**src/rtl/game_pkg.sv**
```systemverilog
// Shared definitions for the game sequencer: FSM encodings, play-field geometry, pause counter type.
// Latency: n/a (package only).
// Backpressure: n/a (package only).
package game_pkg;

   // Encoded FSM state as driven on game_state
   typedef logic [2:0] state_t;

   localparam state_t ST_IDLE      = 3'd0;
   localparam state_t ST_PLAY      = 3'd1;
   localparam state_t ST_LEVEL_UP  = 3'd2;
   localparam state_t ST_HIT       = 3'd3;
   localparam state_t ST_GAME_OVER = 3'd4;

   // Play-field geometry and life budget shared with the frog/car controllers
   localparam int GRID_COLS = 20;
   localparam int GRID_ROWS = 15;
   localparam int MAX_LIVES = 3;

   // Pause counter width; tick budgets above 255 are not meaningful for a frozen screen
   localparam int PAUSE_CNT_W = 8;
   typedef logic [PAUSE_CNT_W-1:0] pause_cnt_t;

   // States in which the game is frozen waiting on the pause timer
   function automatic logic is_pause_state(input state_t s);
      return (s == ST_HIT) || (s == ST_LEVEL_UP) || (s == ST_GAME_OVER);
   endfunction

   // Two-digit BCD increment, 99 wraps to 00
   function automatic logic [7:0] bcd_inc(input logic [7:0] v);
      logic [3:0] ones;
      logic [3:0] tens;
      ones = v[3:0];
      tens = v[7:4];
      if (ones >= 4'd9) begin
         ones = 4'd0;
         tens = (tens >= 4'd9) ? 4'd0 : tens + 4'd1;
      end else begin
         ones = ones + 4'd1;
      end
      return {tens, ones};
   endfunction

endpackage

```
**src/rtl/game_sequencer_pause_timer.sv**
```systemverilog
// Counts tick pulses while the game is frozen and flags the tick that completes the pause.
// Latency: done is combinational on the completing tick; count clears one clk after load.
// Backpressure: none; load has priority over tick so a tick in the load cycle is not counted.
module pause_timer
   import game_pkg::*;
(
   input  logic       clk,
   input  logic       reset,
   input  logic       load,
   input  logic       tick,
   input  pause_cnt_t limit,
   output logic       done
);

   pause_cnt_t count_q;
   pause_cnt_t count_d;

   // Next count: cleared on load, advanced by one per tick otherwise
   always_comb begin
      count_d = count_q;
      if (load) begin
         count_d = '0;
      end else if (tick) begin
         count_d = count_q + pause_cnt_t'(1);
      end
   end

   // Completing tick: this tick brings the count up to the limit
   assign done = tick && !load && (count_q == (limit - pause_cnt_t'(1)));

   // Counter register
   always_ff @(posedge clk) begin
      if (reset) begin
         count_q <= '0;
      end else begin
         count_q <= count_d;
      end
   end

endmodule

```
**src/rtl/game_sequencer.sv**
```systemverilog
// Game flow controller: idle/play/level-up/hit/game-over sequencing, level and car speed, optional BCD score.
// Latency: all outputs registered, one clk after the inputs that cause them; pauses last N tick_in pulses.
// Backpressure: none; start is edge-detected, tick_in ignored outside pauses. Score enabled by GAME_SEQUENCER_SCORE_EN.
module game_sequencer
   import game_pkg::*;
#(
   parameter int MAX_LEVEL     = 9,
   parameter int HIT_TICKS     = 2,
   parameter int LEVELUP_TICKS = 3,
   parameter int OVER_TICKS    = 4
)(
   input  logic       clk,
   input  logic       reset,
   input  logic       tick_in,
   input  logic       start,
   input  logic       frog_at_top,
   input  logic       collision_detected,
   input  logic [1:0] lives,
   output logic       reset_frog,
   output logic       reset_lives,
   output logic       freeze,
   output logic [3:0] level,
   output logic [3:0] speed_div,
   output logic [2:0] game_state,
   output logic [7:0] score
);

   localparam logic [3:0] LEVEL_TOP = 4'(MAX_LEVEL);

   state_t     state_q,       state_d;
   logic [3:0] level_q,       level_d;
   logic [3:0] speed_div_q,   speed_div_d;
   logic       freeze_q,      freeze_d;
   logic       reset_frog_q,  reset_frog_d;
   logic       reset_lives_q, reset_lives_d;
   logic       entry_q,       entry_d;
   logic       start_q;

   logic       start_edge;
   logic       game_start;
   logic       levelup_go;
   logic       pause_done;
   pause_cnt_t pause_limit;

   // start_q resets high so a button held through reset is not seen as a press
   assign start_edge = start && !start_q;
   assign game_start = (state_q == ST_IDLE) && start_edge;

   // Reaching the top row only counts when no loss or hit takes priority in the same cycle
   assign levelup_go = (state_q == ST_PLAY) && (lives != 2'd0) &&
                       !collision_detected && frog_at_top;

   // Tick budget for whichever pause is active
   always_comb begin
      pause_limit = '1;
      case (state_q)
         ST_HIT:       pause_limit = pause_cnt_t'(HIT_TICKS);
         ST_LEVEL_UP:  pause_limit = pause_cnt_t'(LEVELUP_TICKS);
         ST_GAME_OVER: pause_limit = pause_cnt_t'(OVER_TICKS);
         default:      pause_limit = '1;
      endcase
   end

   // The timer is cleared during the first cycle of each pause, so a tick there is not counted
   pause_timer u_pause_timer (
      .clk   (clk),
      .reset (reset),
      .load  (entry_q),
      .tick  (tick_in && is_pause_state(state_q)),
      .limit (pause_limit),
      .done  (pause_done)
   );

   // Next-state, level and pulse decode
   always_comb begin
      state_d       = state_q;
      level_d       = level_q;
      reset_frog_d  = 1'b0;
      reset_lives_d = 1'b0;
      case (state_q)
         ST_IDLE: begin
            if (game_start) begin
               state_d       = ST_PLAY;
               level_d       = 4'd1;
               reset_frog_d  = 1'b1;
               reset_lives_d = 1'b1;
            end
         end
         ST_PLAY: begin
            if (lives == 2'd0) begin
               state_d = ST_GAME_OVER;
            end else if (collision_detected) begin
               state_d = ST_HIT;
            end else if (levelup_go) begin
               state_d      = ST_LEVEL_UP;
               reset_frog_d = 1'b1;
               level_d      = (level_q >= LEVEL_TOP) ? LEVEL_TOP : level_q + 4'd1;
            end
         end
         ST_HIT, ST_LEVEL_UP: begin
            if (pause_done) begin
               state_d = ST_PLAY;
            end
         end
         ST_GAME_OVER: begin
            if (pause_done) begin
               state_d = ST_IDLE;
            end
         end
         default: begin
            state_d = ST_IDLE;
         end
      endcase
   end

   // Outputs derived from the next state so they register alongside it
   always_comb begin
      speed_div_d = LEVEL_TOP + 4'd1 - level_d;
      freeze_d    = (state_d != ST_PLAY);
      entry_d     = is_pause_state(state_d) && (state_d != state_q);
   end

   // Control registers; reset abandons any pause and suppresses pulses
   always_ff @(posedge clk) begin
      if (reset) begin
         state_q       <= ST_IDLE;
         level_q       <= 4'd1;
         speed_div_q   <= LEVEL_TOP;
         freeze_q      <= 1'b1;
         reset_frog_q  <= 1'b0;
         reset_lives_q <= 1'b0;
         entry_q       <= 1'b0;
         start_q       <= 1'b1;
      end else begin
         state_q       <= state_d;
         level_q       <= level_d;
         speed_div_q   <= speed_div_d;
         freeze_q      <= freeze_d;
         reset_frog_q  <= reset_frog_d;
         reset_lives_q <= reset_lives_d;
         entry_q       <= entry_d;
         start_q       <= start;
      end
   end

`ifdef GAME_SEQUENCER_SCORE_EN
   logic [7:0] score_q, score_d;

   // Score: cleared on a new game, one BCD count per level-up entry
   always_comb begin
      score_d = score_q;
      if (game_start) begin
         score_d = 8'h00;
      end else if (levelup_go) begin
         score_d = bcd_inc(score_q);
      end
   end

   // Score register
   always_ff @(posedge clk) begin
      if (reset) begin
         score_q <= 8'h00;
      end else begin
         score_q <= score_d;
      end
   end

   assign score = score_q;
`else
   assign score = 8'h00;
`endif

   assign reset_frog  = reset_frog_q;
   assign reset_lives = reset_lives_q;
   assign freeze      = freeze_q;
   assign level       = level_q;
   assign speed_div   = speed_div_q;
   assign game_state  = state_q;

endmodule

```
**config.mk**
```make
export PLATFORM = sky130hd
export DESIGN_NAME = game_sequencer
export DESIGN_NICKNAME = d
export VERILOG_FILES = /design/src/rtl/game_pkg.sv /design/src/rtl/game_sequencer_pause_timer.sv /design/src/rtl/game_sequencer.sv
export SDC_FILE = /design/constraint.sdc
export NUM_CORES = 1
export LEC_CHECK = 0
export BUFFER_PORTS_ARGS = -buffer_cell sky130_fd_sc_hd__buf_4
export CORE_MARGIN = 10
export CORE_UTILIZATION = 54
export CTS_CLUSTER_DIAMETER = 200
export CTS_CLUSTER_SIZE = 28
export DETAILED_ROUTE_END_ITERATION = 8
export PLACE_DENSITY = 0.91
export SYNTH_ARGS = -nofsm -noshare
export SYNTH_HDL_FRONTEND = slang
export SYNTH_HIERARCHICAL = 1
export SYNTH_SLANG_ARGS = --single-unit
```
**constraint.sdc**
```tcl
create_clock -name clk -period 4.1 [get_ports clk]
set_input_delay 0.205 -clock clk [delete_from_list [all_inputs] [get_ports clk]]
set_output_delay 0.205 -clock clk [all_outputs]
set_load 0.01 [all_outputs]
```
### Yosys cells after proc, flatten, opt, wreduce, memory -nomap -nowiden

Cells that the tools add are included.

| operators by class | value |
|---|---|
| add/subtract/negate cells | 4 |
| $mul | 0 |
| div/mod/pow operators | 0 |
| $lt $le $gt $ge | 1 |
| equal/unequal tests | 10 |
| shifts and indexed selects | 0 |
| mux-type cells | 19 |
| bitwise logic cells | 1 |
| reduce and logical (&&, ||, !) cells | 22 |

Operator list:

| cell | count |
|---|---|
| $pmux W8 S3 | 1 |
| $mux W4 | 5 |
| $mux W3 | 6 |
| $eq A3 B2 Y1 const B | 4 |
| $pmux W3 S4 | 1 |
| $logic_and A1 B1 Y1 | 9 |
| $add A8 B1 Y8 const B | 1 |
| $eq A8 B8 Y1 | 1 |
| $pmux W4 S2 | 1 |
| $sub A8 B1 Y8 const B | 1 |
| $eq A3 B3 Y1 const B | 2 |
| $reduce_or A2 Y1 | 3 |
| $add A4 B1 Y4 const B | 1 |
| $ge A4 B4 Y1 const B | 1 |
| $logic_or A1 B1 Y1 | 4 |
| $mux W1 | 4 |
| $sub A4 B4 Y4 const A | 1 |
| $eq A3 B1 Y1 const B | 1 |
| $logic_not A1 Y1 | 3 |
| $logic_not A3 Y1 | 1 |
| $ne A3 B1 Y1 const B | 1 |
| $ne A3 B3 Y1 | 1 |
| $logic_not A2 Y1 | 1 |
| $pmux W1 S2 | 1 |
| 2 further kinds | 2 |

| storage, ports and cells | value |
|---|---|
| bits in registers | 24 |
| latch bits | 0 |
| memory bits (writable) | 0 |
| memory bits (read-only) | 0 |
| bits of input ports | 8 |
| output and inout bits | 22 |
| word-level logic and storage cells | 66 |
| memories kept | 0 |

### Depth between registers and ports, before layout

| logic depth | value |
|---|---|
| word-level depth | 12 |
| depth in mapped cells | 14 |
| mapped depth without buffers | 13 |

### Cells and area by module

Netlist, hierarchy kept.

By module, submodules not included:

| module | instances | cells an instance | area each (um^2) | seq. area each (um^2) |
|---|---|---|---|---|
| game_sequencer | 1 | 96 | 847.1 | 300.3 |
| pause_timer | 1 | 72 | 603.1 | 160.2 |

### Worst setup path before layout

Ideal clock, no wire load.

| timing | value |
|---|---|
| kind | register to register |
| start | reg state_q[2] (netlist: game_state[2]) |
| end | reg freeze_q (netlist: freeze) |
| arrival | 3.226 ns |
| setup slack | 0.744 ns |
| stages on the path, launching flop included | 14 |
| path buffers | 2 |
| cell sequence | dfxtp_1 > clkbuf_1 > nand2b_1 > and2_1 > buf_6 > or4b_4 > o21ai_1 > or3b_1 > nor4_2 > o21ai_0 > o21a_1 > o32a_1 > a211oi_1 > nand3_1 |

| on the way | value |
|---|---|
| elaborated cells between the ends (all ways) | 26 |

RTL lines:

| item | line | text |
|---|---|---|
| from (decl) | game_sequencer.sv:30 | `state_t state_q, state_d;` |
| from (signal assigned) | game_sequencer.sv:135 | `state_q <= state_d;` |
| $eq A3 B3 Y1 or $eq A3 B2 Y1 (tied branches) | game_sequencer.sv:56 | `case (state_q)` |
| $pmux W8 S3 * | game_sequencer.sv:56 |  |
| net pause_limit[2] | game_sequencer.sv:43 | `pause_cnt_t pause_limit;` |
| $sub A8 B1 Y8 * | game_sequencer_pause_timer.sv:29 | `assign done = tick && !load && (count_q == (limit - pause_cnt_t'(1)));` |
| $eq A8 B8 Y1 * | game_sequencer_pause_timer.sv:29 |  |
| $logic_and A1 B1 Y1 * | game_sequencer_pause_timer.sv:29 |  |
| net pause_done | game_sequencer.sv:42 | `logic pause_done;` |
| $mux W3 (on tied branches) | game_sequencer.sv:106, game_sequencer.sv:101 |  |
| $pmux W3 S4 * | game_sequencer.sv:80 | `case (state_q)` |
| $ne A3 B1 Y1 * | game_sequencer.sv:119 | `freeze_d = (state_d != ST_PLAY);` |
| to (signal assigned) | game_sequencer.sv:138 | `freeze_q <= freeze_d;` |
| to (decl) | game_sequencer.sv:33 | `logic freeze_q, freeze_d;` |

The timed path passes the listed nets; every way through them passes the cells marked *.
A chain may end at the register's enable or synchronous reset.

### Final worst setup path

Ends and elaborated chain as after synthesis.

==> flow_summary.json <==
{
  "synthAdderAreaFrac_pct": 5.18,
  "peakVddDrop_mv": 0.181,
  "muxShareOfSynthArea_pct": 1.38,
  "drive_gt1_share_pct": 20.5,
  "clk_path_buf_depth": 2,
  "synth_top_family_by_area": "simple AND/OR/NAND/NOR gates",
  "synth-xor-area-share_pct": 8.46,
  "grt_usage_pct": 13.5,
  "synth_common_cells": "dfxtp_1 (23), nor2_1 (16), buf_4 (9), xor2_1 (9)",
  "power.total_uw": 390,
  "yosys.area_share.simple_pct": 28.8,
  "seqCellArea_sq_um": 460,
  "path_max_fanout": 21,
  "num_io_pins": 30,
  "multiInputGateArea_sq_um": 888,
  "area_growth_pct": 10.4,
  "grt_pass1_wl_mm": 5.81,
  "yosysTopAreaCellShare_pct": 31.8,
  "period_minus_slack_ns": 3.55,
  "maxCapViolations": 0,
  "timing.final.crit_share_pct": 86.7,
  "finalMaxSlewViolations": 0,
  "synth_cells": 168,
  "rows": 18,
  "synth_compound_gate_area_share_pct": 15.4,
  "routedWlPerCell_um": 15.7,
  "start_util_pct": 57.5,
  "synth_area_leaders": "dfxtp_1 (32%), xor2_1 (5.4%), ha_1 (5.2%), buf_4 (4.7%), nor2_1 (4.1%)",
  "dr_wl_met3_um": 207,
  "top_layer_used": "met4",
  "cp_data_required_time_ns": 4.31,
  "drtIter0Drc": 143,
  "ys_warn_count": 6,
  "hold_depth": 2,
  "hold_class": "in2reg",
  "outcome": "completed",
  "yosys.cell_count.top_type": "dfxtp_1",
  "drc": 0,
  "ys.flop_type": "dfxtp_1",
  "yosysTopAreaCell": "dfxtp_1",
  "post_cts_buffers": 0,
  "drt-met1-wl_mm": 1.34,
  "leakagePower_nw": 0.639,
  "cts_root_buf": "clkbuf_4",
  "rr_worst_depth": 11,
  "antenna_found_initial": 0,
  "dr.pass1.iters": 5,
  "r2r-end": "freeze",
  "io_buffers": 21,
  "rsz0062_at_grt": "no",
  "cp.arrival_ns": 3.76,
  "coreArea_sq_mm": 0.00252,
  "min_from": "start",
  "hold_buffers": 0,
  "die_y_um": 71.8,
  "gp_congestion": 0.827,
  "ys_seq_elements": 23,
  "grt_pass1_vias": 1241,
  "syn_avg_cell_area_sq_um": 8.63,
  "synth_edf_count": 0,
  "ys_seq_area_share_pct": 31.8,
  "rrSetupSlack_ns": 0.55,
  "die_x_um": 71.8,
  "max_slew_margin_pct": 54.9,
  "fmax_ghz": 0.281,
  "met2_length_mm": 1.78,
  "drt-total-wl_mm": 3.38,
  "grt_max_degree": 22,
  "whs_endpoint": "start_q",
  "hpwl_mm": 2.62,
  "vias_per_cell": 5.76,
  "cts-buffers-inserted": 3,
  "synth_cell_types": 49,
  "dieArea_sq_mm": 0.00516,
  "worstSkewPairLatency_ns": 0.32,
  "netlist_area_sq_mm": 0.00145,
  "cts.htree.levels": 1,
  "cts-resized-gates": 0,
  "cts.clk_slew.worst_paths_ns": 0.13,
  "final_nets": 200,
  "power_density_mw_per_mm2": 244,
  "rr_startpoint": "game_state[2]",
  "layout_setup_ws_ns": 0.546,
  "crit_path_end_kind": "flip-flop",
  "tightest_slew_ns": 0.676,
  "whs_ns": 0.0735,
  "skew_ns": 0.0167,
  "preCtsSetupSlack_ns": 0.587,
  "finalSetupViolations": 0,
  "grt_overflow": 0,
  "via_count": 1239,
  "setup_tns_ns": 0,
  "fillers": 214,
  "hold_viol": 0,
  "synthArstFlopShare_pct": 0,
  "clock_sinks": 23,
  "worstSetupStartpointType": "flip-flop",
  "diodes": 0,
  "critPathKind": "reg2reg",
  "ant_nets": 0,
  "cts_tree": "built"
}
[state kept, by name, indices dropped and copies added, names as in the netlist]
signal and cells:
start_q 1, game_state 3, reset_frog 1, speed_div 3, level 4, entry_q 1
reset_lives 1, u_pause_timer/count_q 8, freeze 1
[where the power goes]
part / total, mW / leakage [nW] / internal [mW] / switching (mW)
Combinational: 0.0526 / 0.437 / 0.0221 / 0.0304
Sequential: 0.232 / 0.186 / 0.228 / 0.00390
Clock: 0.106 / 0.0150 / 0.0380 / 0.0678
[per-stage QoR]
step,util [%],instances,instance area [sq um]
floorplan,-,175,1480
global placement,62.4,211,1570
detailed placement,62.4,211,1570
CTS,63.4,215,1600
global route,63.4,215,1600
finish,63.4,215,1600
[worst max-delay path by stage]
stage / start / endpoint / cells after the start
global route: game_state[2] / freeze / 11
detailed placement: game_state[2] / freeze / 11
finish: game_state[2] / freeze / 11
CTS: game_state[2] / freeze / 11
global placement: game_state[2] / freeze / 11
floorplan: game_state[2] / freeze / 13
[layer usage]
metal / GRT usage [%] / up-vias
li1: - / 619
met1: 15.0 / 580
met2: 23.8 / 36
met3: 3.03 / 4
met4: 5.81 / 0
met5: 0 / -
[cell type report]
cell class | count | share of cell area (%)
Clock buffer | 4 | 1.64
Tap cell | 30 | 2.35
Multi-Input combinational cell | 129 | 55.5
Inverter | 8 | 1.88
Sequential cell | 23 | 28.8
Timing Repair Buffer | 21 | 9.85
[cells by family (layout without fill, tap and decap cells)]
family                   after synthesis  after routing
other                                  1              8
multiplexers                           2              2
buffers and inverters                 23             33
AND/OR/NAND/NOR                       68             68
AO/OA/AOI/OAI                         31             31
flip-flops                            23             23
adder cells (fa/ha/maj)                6              6
XOR/XNOR                              14             14
[layout by cell type (no fill, tap or decap), types with 3 or more instances in the layout]
master	count
nand2b_1	4
nand2_1	5
nand4_1	3
a21oi_1	8
xnor2_1	5
nor2b_1	3
nand3_1	3
nor2_1	16
inv_1	8
buf_4	21
or2_2	3
nor3_1	6
or3_1	4
conb_1	8
clkbuf_4	3
o21ai_0	6
ha_1	6
xor2_1	9
dfxtp_1	23
[worst max-delay path, cell delays in order, from the launching register on]
cell      delay, ns
dfxtp_1        0.44
nand2b_1       0.33
and2_1         0.43
or4b_4         0.61
o21ai_1        0.13
or3b_1         0.37
nor4_2         0.32
o21ai_0        0.13
o21a_1         0.12
o32a_1         0.16
a211oi_1       0.28
nand3_1        0.13
No activity file was read; power rests on OpenSTA's default activity.
